===== src/rtl/mmu_client_engine.sv =====
// mmu_client_engine
//   Initiator-side traffic engine for the MMU user interface. A run issues
//   num_ops alloc requests and parks every granted page in a local handle
//   FIFO. Each parked handle is then returned through a free request. The
//   engine pops both response streams, keeps saturating statistics and
//   raises a sticky flag when a response id is out of sequence.
//
// Ports
//   clk, rst_n            clock, asynchronous active-low reset
//   start                 one-cycle pulse, honoured only in IDLE or DONE
//   num_ops, page_count   run length and page count, latched at start
//   busy, done            RUN/DRAIN and DONE indications
//   alloc_req_*           alloc request strobe, id and page count
//   free_req_*            free request strobe, id, page index and page count
//   alloc_rsp_pop,
//   free_rsp_pop          response FIFO pop strobes
//   *_fifo_full,
//   *_fifo_not_empty      MMU FIFO flags
//   alloc_rsp_*,
//   free_rsp_*            response payloads, valid the cycle after a pop
//   *_cnt                 saturating statistics
//   last_fail_reason      reason of the latest failing response
//   id_err                sticky response-id sequence error
module mmu_client_engine #(
  parameter int ID_W         = 13,
  parameter int SIZE_W       = 4,
  parameter int PAGE_IDX_W   = 15,
  parameter int REASON_W     = 2,
  parameter int HANDLE_PTR   = 4,
  parameter int HANDLE_DEPTH = 16,
  parameter int CNT_W        = 16
) (
  input  logic                  clk,
  input  logic                  rst_n,
  input  logic                  start,
  input  logic [CNT_W-1:0]      num_ops,
  input  logic [SIZE_W-1:0]     page_count,
  output logic                  busy,
  output logic                  done,
  output logic                  alloc_req_submit,
  output logic [ID_W-1:0]       alloc_req_id,
  output logic [SIZE_W-1:0]     alloc_req_page_count,
  output logic                  free_req_submit,
  output logic [ID_W-1:0]       free_req_id,
  output logic [PAGE_IDX_W-1:0] free_req_page_idx,
  output logic [SIZE_W-1:0]     free_req_page_count,
  output logic                  alloc_rsp_pop,
  output logic                  free_rsp_pop,
  input  logic                  alloc_req_fifo_full,
  input  logic                  free_req_fifo_full,
  input  logic                  alloc_rsp_fifo_not_empty,
  input  logic                  free_rsp_fifo_not_empty,
  input  logic [ID_W-1:0]       alloc_rsp_id,
  input  logic [ID_W-1:0]       free_rsp_id,
  input  logic [PAGE_IDX_W-1:0] alloc_rsp_page_idx,
  input  logic                  alloc_rsp_fail,
  input  logic                  free_rsp_fail,
  input  logic [REASON_W-1:0]   alloc_rsp_fail_reason,
  input  logic [REASON_W-1:0]   free_rsp_fail_reason,
  output logic [CNT_W-1:0]      alloc_ok_cnt,
  output logic [CNT_W-1:0]      alloc_fail_cnt,
  output logic [CNT_W-1:0]      free_ok_cnt,
  output logic [CNT_W-1:0]      free_fail_cnt,
  output logic [REASON_W-1:0]   last_fail_reason,
  output logic                  id_err
);

  localparam logic [1:0] S_IDLE  = 2'd0;
  localparam logic [1:0] S_RUN   = 2'd1;
  localparam logic [1:0] S_DRAIN = 2'd2;
  localparam logic [1:0] S_DONE  = 2'd3;

  localparam logic [CNT_W-1:0]      CNT_ONE = {{(CNT_W-1){1'b0}}, 1'b1};
  localparam logic [CNT_W-1:0]      CNT_MAX = {CNT_W{1'b1}};
  localparam logic [HANDLE_PTR-1:0] PTR_ONE = {{(HANDLE_PTR-1){1'b0}}, 1'b1};
  localparam logic [HANDLE_PTR:0]   HC_ONE  = {{HANDLE_PTR{1'b0}}, 1'b1};

  logic [1:0]            state_r;
  logic [CNT_W-1:0]      ops_r;
  logic [SIZE_W-1:0]     pc_r;
  logic [CNT_W-1:0]      alloc_seq_r;
  logic [CNT_W-1:0]      alloc_seen_r;
  logic [CNT_W-1:0]      free_seq_r;
  logic [CNT_W-1:0]      free_seen_r;
  logic                  alloc_cap_r;
  logic                  free_cap_r;
  logic [HANDLE_PTR-1:0] wr_ptr_r;
  logic [HANDLE_PTR-1:0] rd_ptr_r;
  logic [HANDLE_PTR:0]   hcnt_r;
  logic [PAGE_IDX_W-1:0] handle_mem_r [HANDLE_DEPTH];

  logic                  active_s;
  logic                  start_ok_s;
  logic [CNT_W-1:0]      outstanding_s;
  logic                  alloc_go_s;
  logic                  free_go_s;
  logic                  push_s;
  logic                  drained_s;

  function automatic logic [CNT_W-1:0] sat_inc(input logic [CNT_W-1:0] v);
    if (v == CNT_MAX) begin
      sat_inc = v;
    end else begin
      sat_inc = v + CNT_ONE;
    end
  endfunction

  assign busy                 = (state_r == S_RUN) || (state_r == S_DRAIN);
  assign done                 = (state_r == S_DONE);
  assign alloc_req_page_count = pc_r;
  assign free_req_page_count  = pc_r;

  // Issue/pop decisions from registered state and the sampled MMU flags.
  always_comb begin
    active_s      = busy;
    start_ok_s    = start && ((state_r == S_IDLE) || (state_r == S_DONE));
    // Requests in flight plus parked handles: bounding this by the FIFO
    // depth means every future grant always has a slot to land in.
    outstanding_s = alloc_seq_r - alloc_seen_r + CNT_W'(hcnt_r);
    alloc_go_s    = (state_r == S_RUN) && !alloc_req_fifo_full &&
                    (alloc_seq_r != ops_r) &&
                    (outstanding_s < CNT_W'(HANDLE_DEPTH));
    free_go_s     = active_s && (hcnt_r != '0) && !free_req_fifo_full;
    push_s        = alloc_cap_r && !alloc_rsp_fail;
    drained_s     = (alloc_seen_r == ops_r) && (hcnt_r == '0) &&
                    (free_seq_r == free_seen_r) &&
                    !(alloc_rsp_pop || alloc_cap_r || free_rsp_pop || free_cap_r);
  end

  // Handle FIFO storage; occupancy and pointers live in the control block.
  always_ff @(posedge clk) begin
    if (push_s) begin
      handle_mem_r[wr_ptr_r] <= alloc_rsp_page_idx;
    end else begin
      handle_mem_r[wr_ptr_r] <= handle_mem_r[wr_ptr_r];
    end
  end

  // Run control, request issue, response capture and statistics.
  always_ff @(posedge clk or negedge rst_n) begin
    if (!rst_n) begin
      state_r           <= S_IDLE;
      ops_r             <= '0;
      pc_r              <= '0;
      alloc_seq_r       <= '0;
      alloc_seen_r      <= '0;
      free_seq_r        <= '0;
      free_seen_r       <= '0;
      alloc_cap_r       <= 1'b0;
      free_cap_r        <= 1'b0;
      wr_ptr_r          <= '0;
      rd_ptr_r          <= '0;
      hcnt_r            <= '0;
      alloc_req_submit  <= 1'b0;
      alloc_req_id      <= '0;
      free_req_submit   <= 1'b0;
      free_req_id       <= '0;
      free_req_page_idx <= '0;
      alloc_rsp_pop     <= 1'b0;
      free_rsp_pop      <= 1'b0;
      alloc_ok_cnt      <= '0;
      alloc_fail_cnt    <= '0;
      free_ok_cnt       <= '0;
      free_fail_cnt     <= '0;
      last_fail_reason  <= '0;
      id_err            <= 1'b0;
    end else if (start_ok_s) begin
      state_r          <= S_RUN;
      ops_r            <= num_ops;
      pc_r             <= page_count;
      alloc_seq_r      <= '0;
      alloc_seen_r     <= '0;
      free_seq_r       <= '0;
      free_seen_r      <= '0;
      alloc_cap_r      <= 1'b0;
      free_cap_r       <= 1'b0;
      wr_ptr_r         <= '0;
      rd_ptr_r         <= '0;
      hcnt_r           <= '0;
      alloc_req_submit <= 1'b0;
      free_req_submit  <= 1'b0;
      alloc_rsp_pop    <= 1'b0;
      free_rsp_pop     <= 1'b0;
      alloc_ok_cnt     <= '0;
      alloc_fail_cnt   <= '0;
      free_ok_cnt      <= '0;
      free_fail_cnt    <= '0;
      id_err           <= 1'b0;
    end else begin
      alloc_req_submit <= alloc_go_s;
      if (alloc_go_s) begin
        alloc_req_id <= {1'b0, alloc_seq_r[ID_W-2:0]};
        alloc_seq_r  <= alloc_seq_r + CNT_ONE;
      end
      free_req_submit <= free_go_s;
      if (free_go_s) begin
        free_req_id       <= {1'b1, free_seq_r[ID_W-2:0]};
        free_req_page_idx <= handle_mem_r[rd_ptr_r];
        rd_ptr_r          <= rd_ptr_r + PTR_ONE;
        free_seq_r        <= free_seq_r + CNT_ONE;
      end
      if (push_s) begin
        wr_ptr_r <= wr_ptr_r + PTR_ONE;
      end
      case ({push_s, free_go_s})
        2'b10:   hcnt_r <= hcnt_r + HC_ONE;
        2'b01:   hcnt_r <= hcnt_r - HC_ONE;
        default: hcnt_r <= hcnt_r;
      endcase

      // A pop is never issued back-to-back so each capture slot sees
      // exactly one response word.
      alloc_rsp_pop <= active_s && alloc_rsp_fifo_not_empty && !alloc_rsp_pop;
      free_rsp_pop  <= active_s && free_rsp_fifo_not_empty && !free_rsp_pop;
      alloc_cap_r   <= alloc_rsp_pop;
      free_cap_r    <= free_rsp_pop;

      if (alloc_cap_r) begin
        alloc_seen_r <= alloc_seen_r + CNT_ONE;
        if (alloc_rsp_id != {1'b0, alloc_seen_r[ID_W-2:0]}) begin
          id_err <= 1'b1;
        end
        if (alloc_rsp_fail) begin
          alloc_fail_cnt <= sat_inc(alloc_fail_cnt);
        end else begin
          alloc_ok_cnt <= sat_inc(alloc_ok_cnt);
        end
      end
      if (free_cap_r) begin
        free_seen_r <= free_seen_r + CNT_ONE;
        if (free_rsp_id != {1'b1, free_seen_r[ID_W-2:0]}) begin
          id_err <= 1'b1;
        end
        if (free_rsp_fail) begin
          free_fail_cnt <= sat_inc(free_fail_cnt);
        end else begin
          free_ok_cnt <= sat_inc(free_ok_cnt);
        end
      end
      // Free reason takes precedence when both streams fail together.
      if (free_cap_r && free_rsp_fail) begin
        last_fail_reason <= free_rsp_fail_reason;
      end else if (alloc_cap_r && alloc_rsp_fail) begin
        last_fail_reason <= alloc_rsp_fail_reason;
      end

      case (state_r)
        S_RUN: begin
          if (alloc_seq_r == ops_r) begin
            state_r <= drained_s ? S_DONE : S_DRAIN;
          end
        end
        S_DRAIN: begin
          if (drained_s) begin
            state_r <= S_DONE;
          end
        end
        default: state_r <= state_r;
      endcase
    end
  end

endmodule


===== config.mk =====
export PLATFORM = sky130hd
export DESIGN_NAME = mmu_client_engine
export DESIGN_NICKNAME = d
export VERILOG_FILES = /design/src/rtl/mmu_client_engine.sv
export SDC_FILE = /design/constraint.sdc
export NUM_CORES = 1
export LEC_CHECK = 0
export ABC_AREA = 1
export CORE_ASPECT_RATIO = 2
export CORE_MARGIN = 2
export CORE_UTILIZATION = 55
export CTS_BUF_LIST = sky130_fd_sc_hd__clkbuf_4 sky130_fd_sc_hd__clkbuf_8 sky130_fd_sc_hd__clkbuf_16
export DETAILED_ROUTE_END_ITERATION = 10
export PLACE_DENSITY = 0.77
export SYNTH_ARGS = -nofsm -noshare
export SYNTH_HDL_FRONTEND = slang
export SYNTH_SLANG_ARGS = --single-unit

===== constraint.sdc =====
create_clock -name clk -period 5.61 [get_ports clk]
set_clock_uncertainty 0.05 [all_clocks]
set_input_delay 0.8415 -clock clk [delete_from_list [all_inputs] [get_ports clk]]
set_output_delay 0.8415 -clock clk [all_outputs]
set_load 0.02 [all_outputs]

After elaboration in Yosys (flattened, before gate mapping)
Memory sizes are Yosys's and may differ from the RTL's. A register that Yosys moved wholly into a read port is not among the register bits.
Index checks and enable logic that the tools add are counted.
{"block": "word_totals", "mem_bits_rw": 240, "memories": 1, "reg_bits": 197, "wordCells": 168, "out_inout_bits": 122}
{"block": "op_classes", "n_addsub": 14, "magnitude_cmp": 1, "bitwise_logic": 2, "n_reduce_logical": 50, "n_mux": 52, "n_eq_ne": 24}
{"name": "handle_mem_r", "words": 16, "word_bits": 15, "read_ports": 1, "rd_ports_with_merged_regs": 1, "write_ports": 1, "line_no": "90", "text": "logic [PAGE_IDX_W-1:0] handle_mem_r [HANDLE_DEPTH];"}
{"op": "16-bit 2-to-1 mux", "count": 24}
{"op": "16-bit by 1-bit adder with 16-bit output (second input constant)", "count": 8}
{"op": "16-bit == test (second input constant)", "count": 4}
{"op": "16-bit == test", "count": 3}
{"op": "16-bit by 5-bit adder with 16-bit output", "count": 1}
{"op": "1-bit logical AND", "count": 16}
{"op": "16-bit by 5-bit less-than comparator with 1-bit output (second input constant)", "count": 1}
{"op": "4-bit 2-to-1 mux", "count": 4}
{"op": "16-bit != test", "count": 1}
{"op": "2-bit nonzero test", "count": 8}
{"op": "16-bit subtractor", "count": 1}
{"op": "1-bit 2-to-1 mux", "count": 15}
{"op": "15-bit 2-to-1 mux", "count": 1}
{"op": "3-bit AND reduction", "count": 5}
{"op": "13-bit by 12-bit != test with 1-bit output", "count": 1}
{"op": "13-bit != test", "count": 1}
{"op": "2-bit 2-to-1 mux", "count": 5}
{"op": "5-bit one-hot mux with 2 select lines", "count": 1}
{"op": "4-bit by 1-bit adder with 4-bit output (second input constant)", "count": 2}
{"op": "2-bit != test (second input constant)", "count": 4}
{"op": "2-bit AND reduction", "count": 4}
{"op": "1-bit zero test", "count": 7}
{"op": "2-bit == test (second input constant)", "count": 3}
{"op": "3-bit nonzero test", "count": 2}
{"op": "15 further kinds", "count": 21}

Logic depth before layout (Yosys ltp)
{"block": "depth", "word_depth": 9, "mapped_depth": 23, "mapped_depth_nobuf": 21}

Worst setup path before layout
No wires, ideal clock.
{"block": "synth_path", "path_type": "reg2reg", "startpoint": "reg alloc_seq_r[4]", "endpoint": "reg alloc_req_id[10]", "path_stages_with_launch": 21, "synth_period_minus_slack_ns": 2.855, "setup_slack_ns": 2.755, "t_arrival_ns": 2.688, "required_ns": 5.443, "setup_ns": 0.117, "path_cell_list": "dfrtp_1 > clkbuf_2 > inv_1 > fa_1 > inv_1 > ha_1 > nand2_2 > inv_1 > nand2_1 > nand2_2 > inv_2 > nand2_2 > nand2_1 > nand2_1 > nor3b_1 > nand3_1 > nor2_1 > nand3_1 > buf_2 > nand2_1 > nand2_1"}
{"block": "synth_between", "elab_chain_cells": 5, "word_cells_on_any_way": 7, "cone_classes": "add/sub (2); order compare (1); eq/ne (1); reduce/logical (3)"}
{"element": "start, declared", "line_no": "81", "text": "logic [CNT_W-1:0] alloc_seq_r;"}
{"element": "start signal, assigned", "line_no": "193", "text": "alloc_seq_r <= alloc_seq_r + CNT_ONE;"}
{"element": "16-bit subtractor", "line_no": "119", "text": "outstanding_s = alloc_seq_r - alloc_seen_r + CNT_W'(hcnt_r);"}
{"element": "16-bit by 5-bit adder with 16-bit output", "line_no": "119"}
{"element": "16-bit by 5-bit less-than comparator with 1-bit output", "line_no": "122", "text": "(outstanding_s < CNT_W'(HANDLE_DEPTH));"}
{"element": "1-bit logical AND (*)", "line_no": "121", "text": "(alloc_seq_r != ops_r) &&"}
{"element": "2-bit AND reduction (no line) (*)"}
{"element": "end signal, assigned", "line_no": "192", "text": "alloc_req_id <= {1'b0, alloc_seq_r[ID_W-2:0]};"}
{"element": "end, declared", "line_no": "41", "text": "output logic [ID_W-1:0] alloc_req_id,"}
Every way passes the cells marked *; elsewhere a longest branch is shown, timed or not.
A chain may end at the register's enable or synchronous reset.

Worst setup path after layout
{"block": "layout_path", "startpoint": "reg alloc_seq_r[4]", "endpoint": "reg alloc_seq_r[15]"}
{"block": "layout_between", "elab_chain_cells": 5, "word_cells_on_any_way": 10, "cone_classes": "add/sub (3); order compare (1); eq/ne (1); mux (2); reduce/logical (3)"}
{"element": "16-bit subtractor", "line_no": "119"}
{"element": "16-bit by 5-bit adder with 16-bit output", "line_no": "119"}
{"element": "16-bit by 5-bit less-than comparator with 1-bit output", "line_no": "122"}
{"element": "1-bit logical AND", "line_no": "121"}
{"element": "2-bit nonzero test (no line)"}
Several ways; a longest one is shown, not always the timed one. The select of a mux whose other input is x is not followed.

==> metrics.md <==
| Metric | Value |
|---|---|
| Fillers | `3,205` |
| Crit path max fanout | `29` |
| Per-cell routed wire length | `19.5 um` |
| Worst skew pair latency | `0.55 ns` |
| PwrDens | `415 nW/um2` |
| Post-synth top area cell | `edfxtp_1` |
| Peak supply drop | `0.387 mV` |
| CTS root buf | `clkbuf_16` |
| EDFF count, synth | `240` |
| Slew margin rel. | `0.149` |
| CP Buf/Inv Count | `3` |
| Starting Density | `0.556` |
| Critical path required time | `6.04 ns` |
| Final worst-path cycle share | `0.701` |
| Pre-antenna DRT Iters | `5` |
| Final ANT Viol Nets | `0` |
| Synth top cells by count | `444 x nand2_1, 282 x nor2_1, 240 x edfxtp_1, 240 x inv_1, 230 x o21ai_0` |
| Yosys reg bits | `452` |
| Synth top area share | `0.329` |
| Sequential-to-total area share from yosys stat | `0.571` |
| Max-slew violation count | `0` |
| Clk sinks | `452` |
| Fmax | `0.254 GHz` |
| Ys Warns | `0` |
| Crit. End Element | `flip-flop` |
| Row cnt | `103` |
| Post-synthesis net count | `2,486` |
| Dpl cells | `2,999` |
| Drt via density | `5.76` |
| Setup total negative slack | `0 ns` |
| H-tree depth | `2` |
| N_diodes | `0` |
| Lkg Pwr | `10.6 nW` |
| Post-Syn Area | `21,900 um2` |
| CTS hold repair buffers | `0` |
| Die footprint | `41,600 um2` |
| Width of the die | `145 um` |
| Layout cell share with drive strength beyond 1 | `0.0547` |
| DR DRC count | `0` |
| CP most frequent cell | `nand2_1` |
| Dominant cell by count in the synthesized netlist | `nand2_1` |
| R2R setup slack | `1.68 ns` |
| GRT Total Usage | `0.288` |
| Die height | `286 um` |
| IO Port Bufs | `194` |
| Clk pin slew, worst setup/hold paths | `0.06 ns` |
| Via count | `17,685` |
| Post-CTS setup buffer count | `0` |
| Net count, final | `2,640` |
| Initial antenna violation count | `0` |
| Vias in the first global route | `17,918` |
| CP Data Arrival Time | `4.36 ns` |
| Finished Layout Cells | `3,068` |
| Synth area leaders | `edfxtp_1 33%, dfrtp_1 24%, nand2_1 7.6%, o21ai_0 5.2%, nor2_1 4.8%` |
| R2R cell count | `17` |
| Worst-Margin Slew | `1.28 ns` |
| Gpl congestion | `0.877` |
| RSZ-0062 raised after global routing | `no` |
| Final period demand of the worst path | `3.93 ns` |
| Final setup vio count | `0` |
| CTS buffer count | `40` |
| Syn avg cell area | `9.28 um2` |
| Worst hold path type | `primary input to async pin` |
| Final Hold Viols | `0` |
| Layout area overhead | `16.5%` |
| Critical-path top delay cell | `nor2_2` |
| FF-to-FF End | `alloc_seq_r[15]$_DFFE_PN0P_` |
| DPL Wire Length | `41.1 mm` |
| Status | `finished, final reports clean` |
| Asr flop ratio synth | `0.469` |
| Max-cap violations | `0` |
| Crit path kind | `flip-flop to flip-flop` |
| Final WL | `59.9 mm` |
| CORE AREA | `39,400 um2` |
| Pin count of the biggest net entering global routing | `109` |
| Post-CTS sizing | `0` |
| R2r startpoint | `alloc_seq_r[4]$_DFFE_PN0P_` |
| Synth cell types | `54` |
| Clk buf depth | `3` |
| Grt ovf | `0` |
| First-pass GRT wire length | `94.4 mm` |
| Synth Flop Type | `edfxtp_1` |
| Cell chain of the critical path | `inv_1, fa_1, inv_1, ha_1, nand2_2, inv_1, nand2_1, nand3_1, nand2_1, nand3b_1, nand2_1, nand2_1, nor2_2, nand3_1, nor2_2, nand3_1, nand2_1` |
| Number of I/O pins | `196` |
| Worst path max stage delay | `0.90 ns` |
| CP startpoint kind | `flip-flop` |
| CP delay by family, top | `simple AND/OR/NAND/NOR gates` |
| Initial DRC count | `1,181` |
| CTS tree | `yes` |
| Cells after Synth | `2,362` |
through the flow:
stage	area, um2	util	worst slack, ns	hold slack, ns	power (mW)
2_1_floorplan	21900	-	2.75	0.404	6.61
3_3_place_gp	24300	0.616	1.71	0.405	7.82
3_5_place_dp	24300	0.616	1.74	0.407	7.94
4_1_cts	25500	0.647	1.68	0.361	10.6
5_1_grt	25500	0.647	1.37	0.375	11.2
6_report	25500	0.647	1.68	0.291	10.6
logic make-up (layout without fill, tap and decap cells):
family | Yosys count | count (layout) | share of synthesized area
AO/OA/AOI/OAI | 433 | 433 | 0.110
flip-flops | 452 | 452 | 0.571
other | 1 | 1 | 0.000171
buffers and inverters | 346 | 527 | 0.0625
AND/OR/NAND/NOR | 1000 | 1000 | 0.194
XOR/XNOR | 80 | 80 | 0.0320
adder cells (fa/ha/maj) | 50 | 50 | 0.0302
layout by cell type, fill, tap and decap left out, types with 64 or more instances in the layout:
master,count
nand3_1,121
nor3_1,66
a21oi_1,84
edfxtp_1,240
clkdlybuf4s50_1,193
nor2_1,269
nand2_1,442
o21ai_0,230
dfrtp_1,211
inv_1,238
o22ai_1,64
power by group:
| part | leakage, nW | internal [mW] | switching [mW] | total (mW) |
|---|---|---|---|---|
| Clock | 0.637 | 1.50 | 1.22 | 2.72 |
| Combinational | 4.94 | 1.24 | 2.48 | 3.72 |
| Sequential | 5.01 | 3.80 | 0.362 | 4.16 |
| Total | 10.6 | 6.54 | 4.06 | 10.6 |
worst register-to-register path, stage by stage, from the launching register on:
cell,delay (ns)
dfrtp_1,0.45
inv_1,0.13
fa_1,0.55
inv_1,0.04
ha_1,0.36
nand2_2,0.13
inv_1,0.04
nand2_1,0.10
nand3_1,0.16
nand2_1,0.12
nand3b_1,0.09
nand2_1,0.10
nand2_1,0.07
nor2_2,0.10
nand3_1,0.10
nor2_2,0.90
nand3_1,0.23
nand2_1,0.13
flip-flops by register name, indices dropped and copies added, names as in the netlist, 5 cells and up:
name and flops:
alloc_fail_cnt 16, alloc_ok_cnt 16, alloc_req_id 12, alloc_seen_r 16, alloc_seq_r 16, free_fail_cnt 16, free_ok_cnt 16, free_req_id 13
free_req_page_idx 15, free_seen_r 16, free_seq_r 16, handle_mem_r 240, hcnt_r 5, ops_r 16
layout make-up:
cell class | count | area [um2] | share of cell area
Clock buffer | 52 | 1120 | 0.0437
Clock inverter | 17 | 144 | 0.00564
Inverter | 247 | 930 | 0.0364
Multi-Input combinational cell | 1564 | 8090 | 0.317
Sequential cell | 452 | 12500 | 0.490
Tap cell | 525 | 657 | 0.0257
Timing Repair Buffer | 211 | 2090 | 0.0817
worst max-delay path by stage:
| stage | from | endpoint | slack (ns) | depth (start not counted) |
|---|---|---|---|---|
| after floorplan | alloc_seq_r[4]$_DFFE_PN0P_ | alloc_req_id[10]$_DFFE_PN0P_ | 2.75 | 20 |
| after global placement | alloc_seq_r[4]$_DFFE_PN0P_ | alloc_req_id[0]$_DFFE_PN0P_ | 1.71 | 18 |
| after detailed placement | alloc_seq_r[4]$_DFFE_PN0P_ | alloc_req_id[3]$_DFFE_PN0P_ | 1.74 | 17 |
| after CTS | alloc_seq_r[4]$_DFFE_PN0P_ | alloc_seq_r[15]$_DFFE_PN0P_ | 1.68 | 17 |
| after global routing | alloc_seq_r[4]$_DFFE_PN0P_ | alloc_seq_r[15]$_DFFE_PN0P_ | 1.37 | 18 |
| final | alloc_seq_r[4]$_DFFE_PN0P_ | alloc_seq_r[15]$_DFFE_PN0P_ | 1.68 | 17 |
routing by layer:
metal  track usage  wire (um)
met1         0.311      20800
met2         0.540      32000
met3        0.0431       3650
met4         0.156       3470
met5             0          0
(Power assumes the default switching activity.)
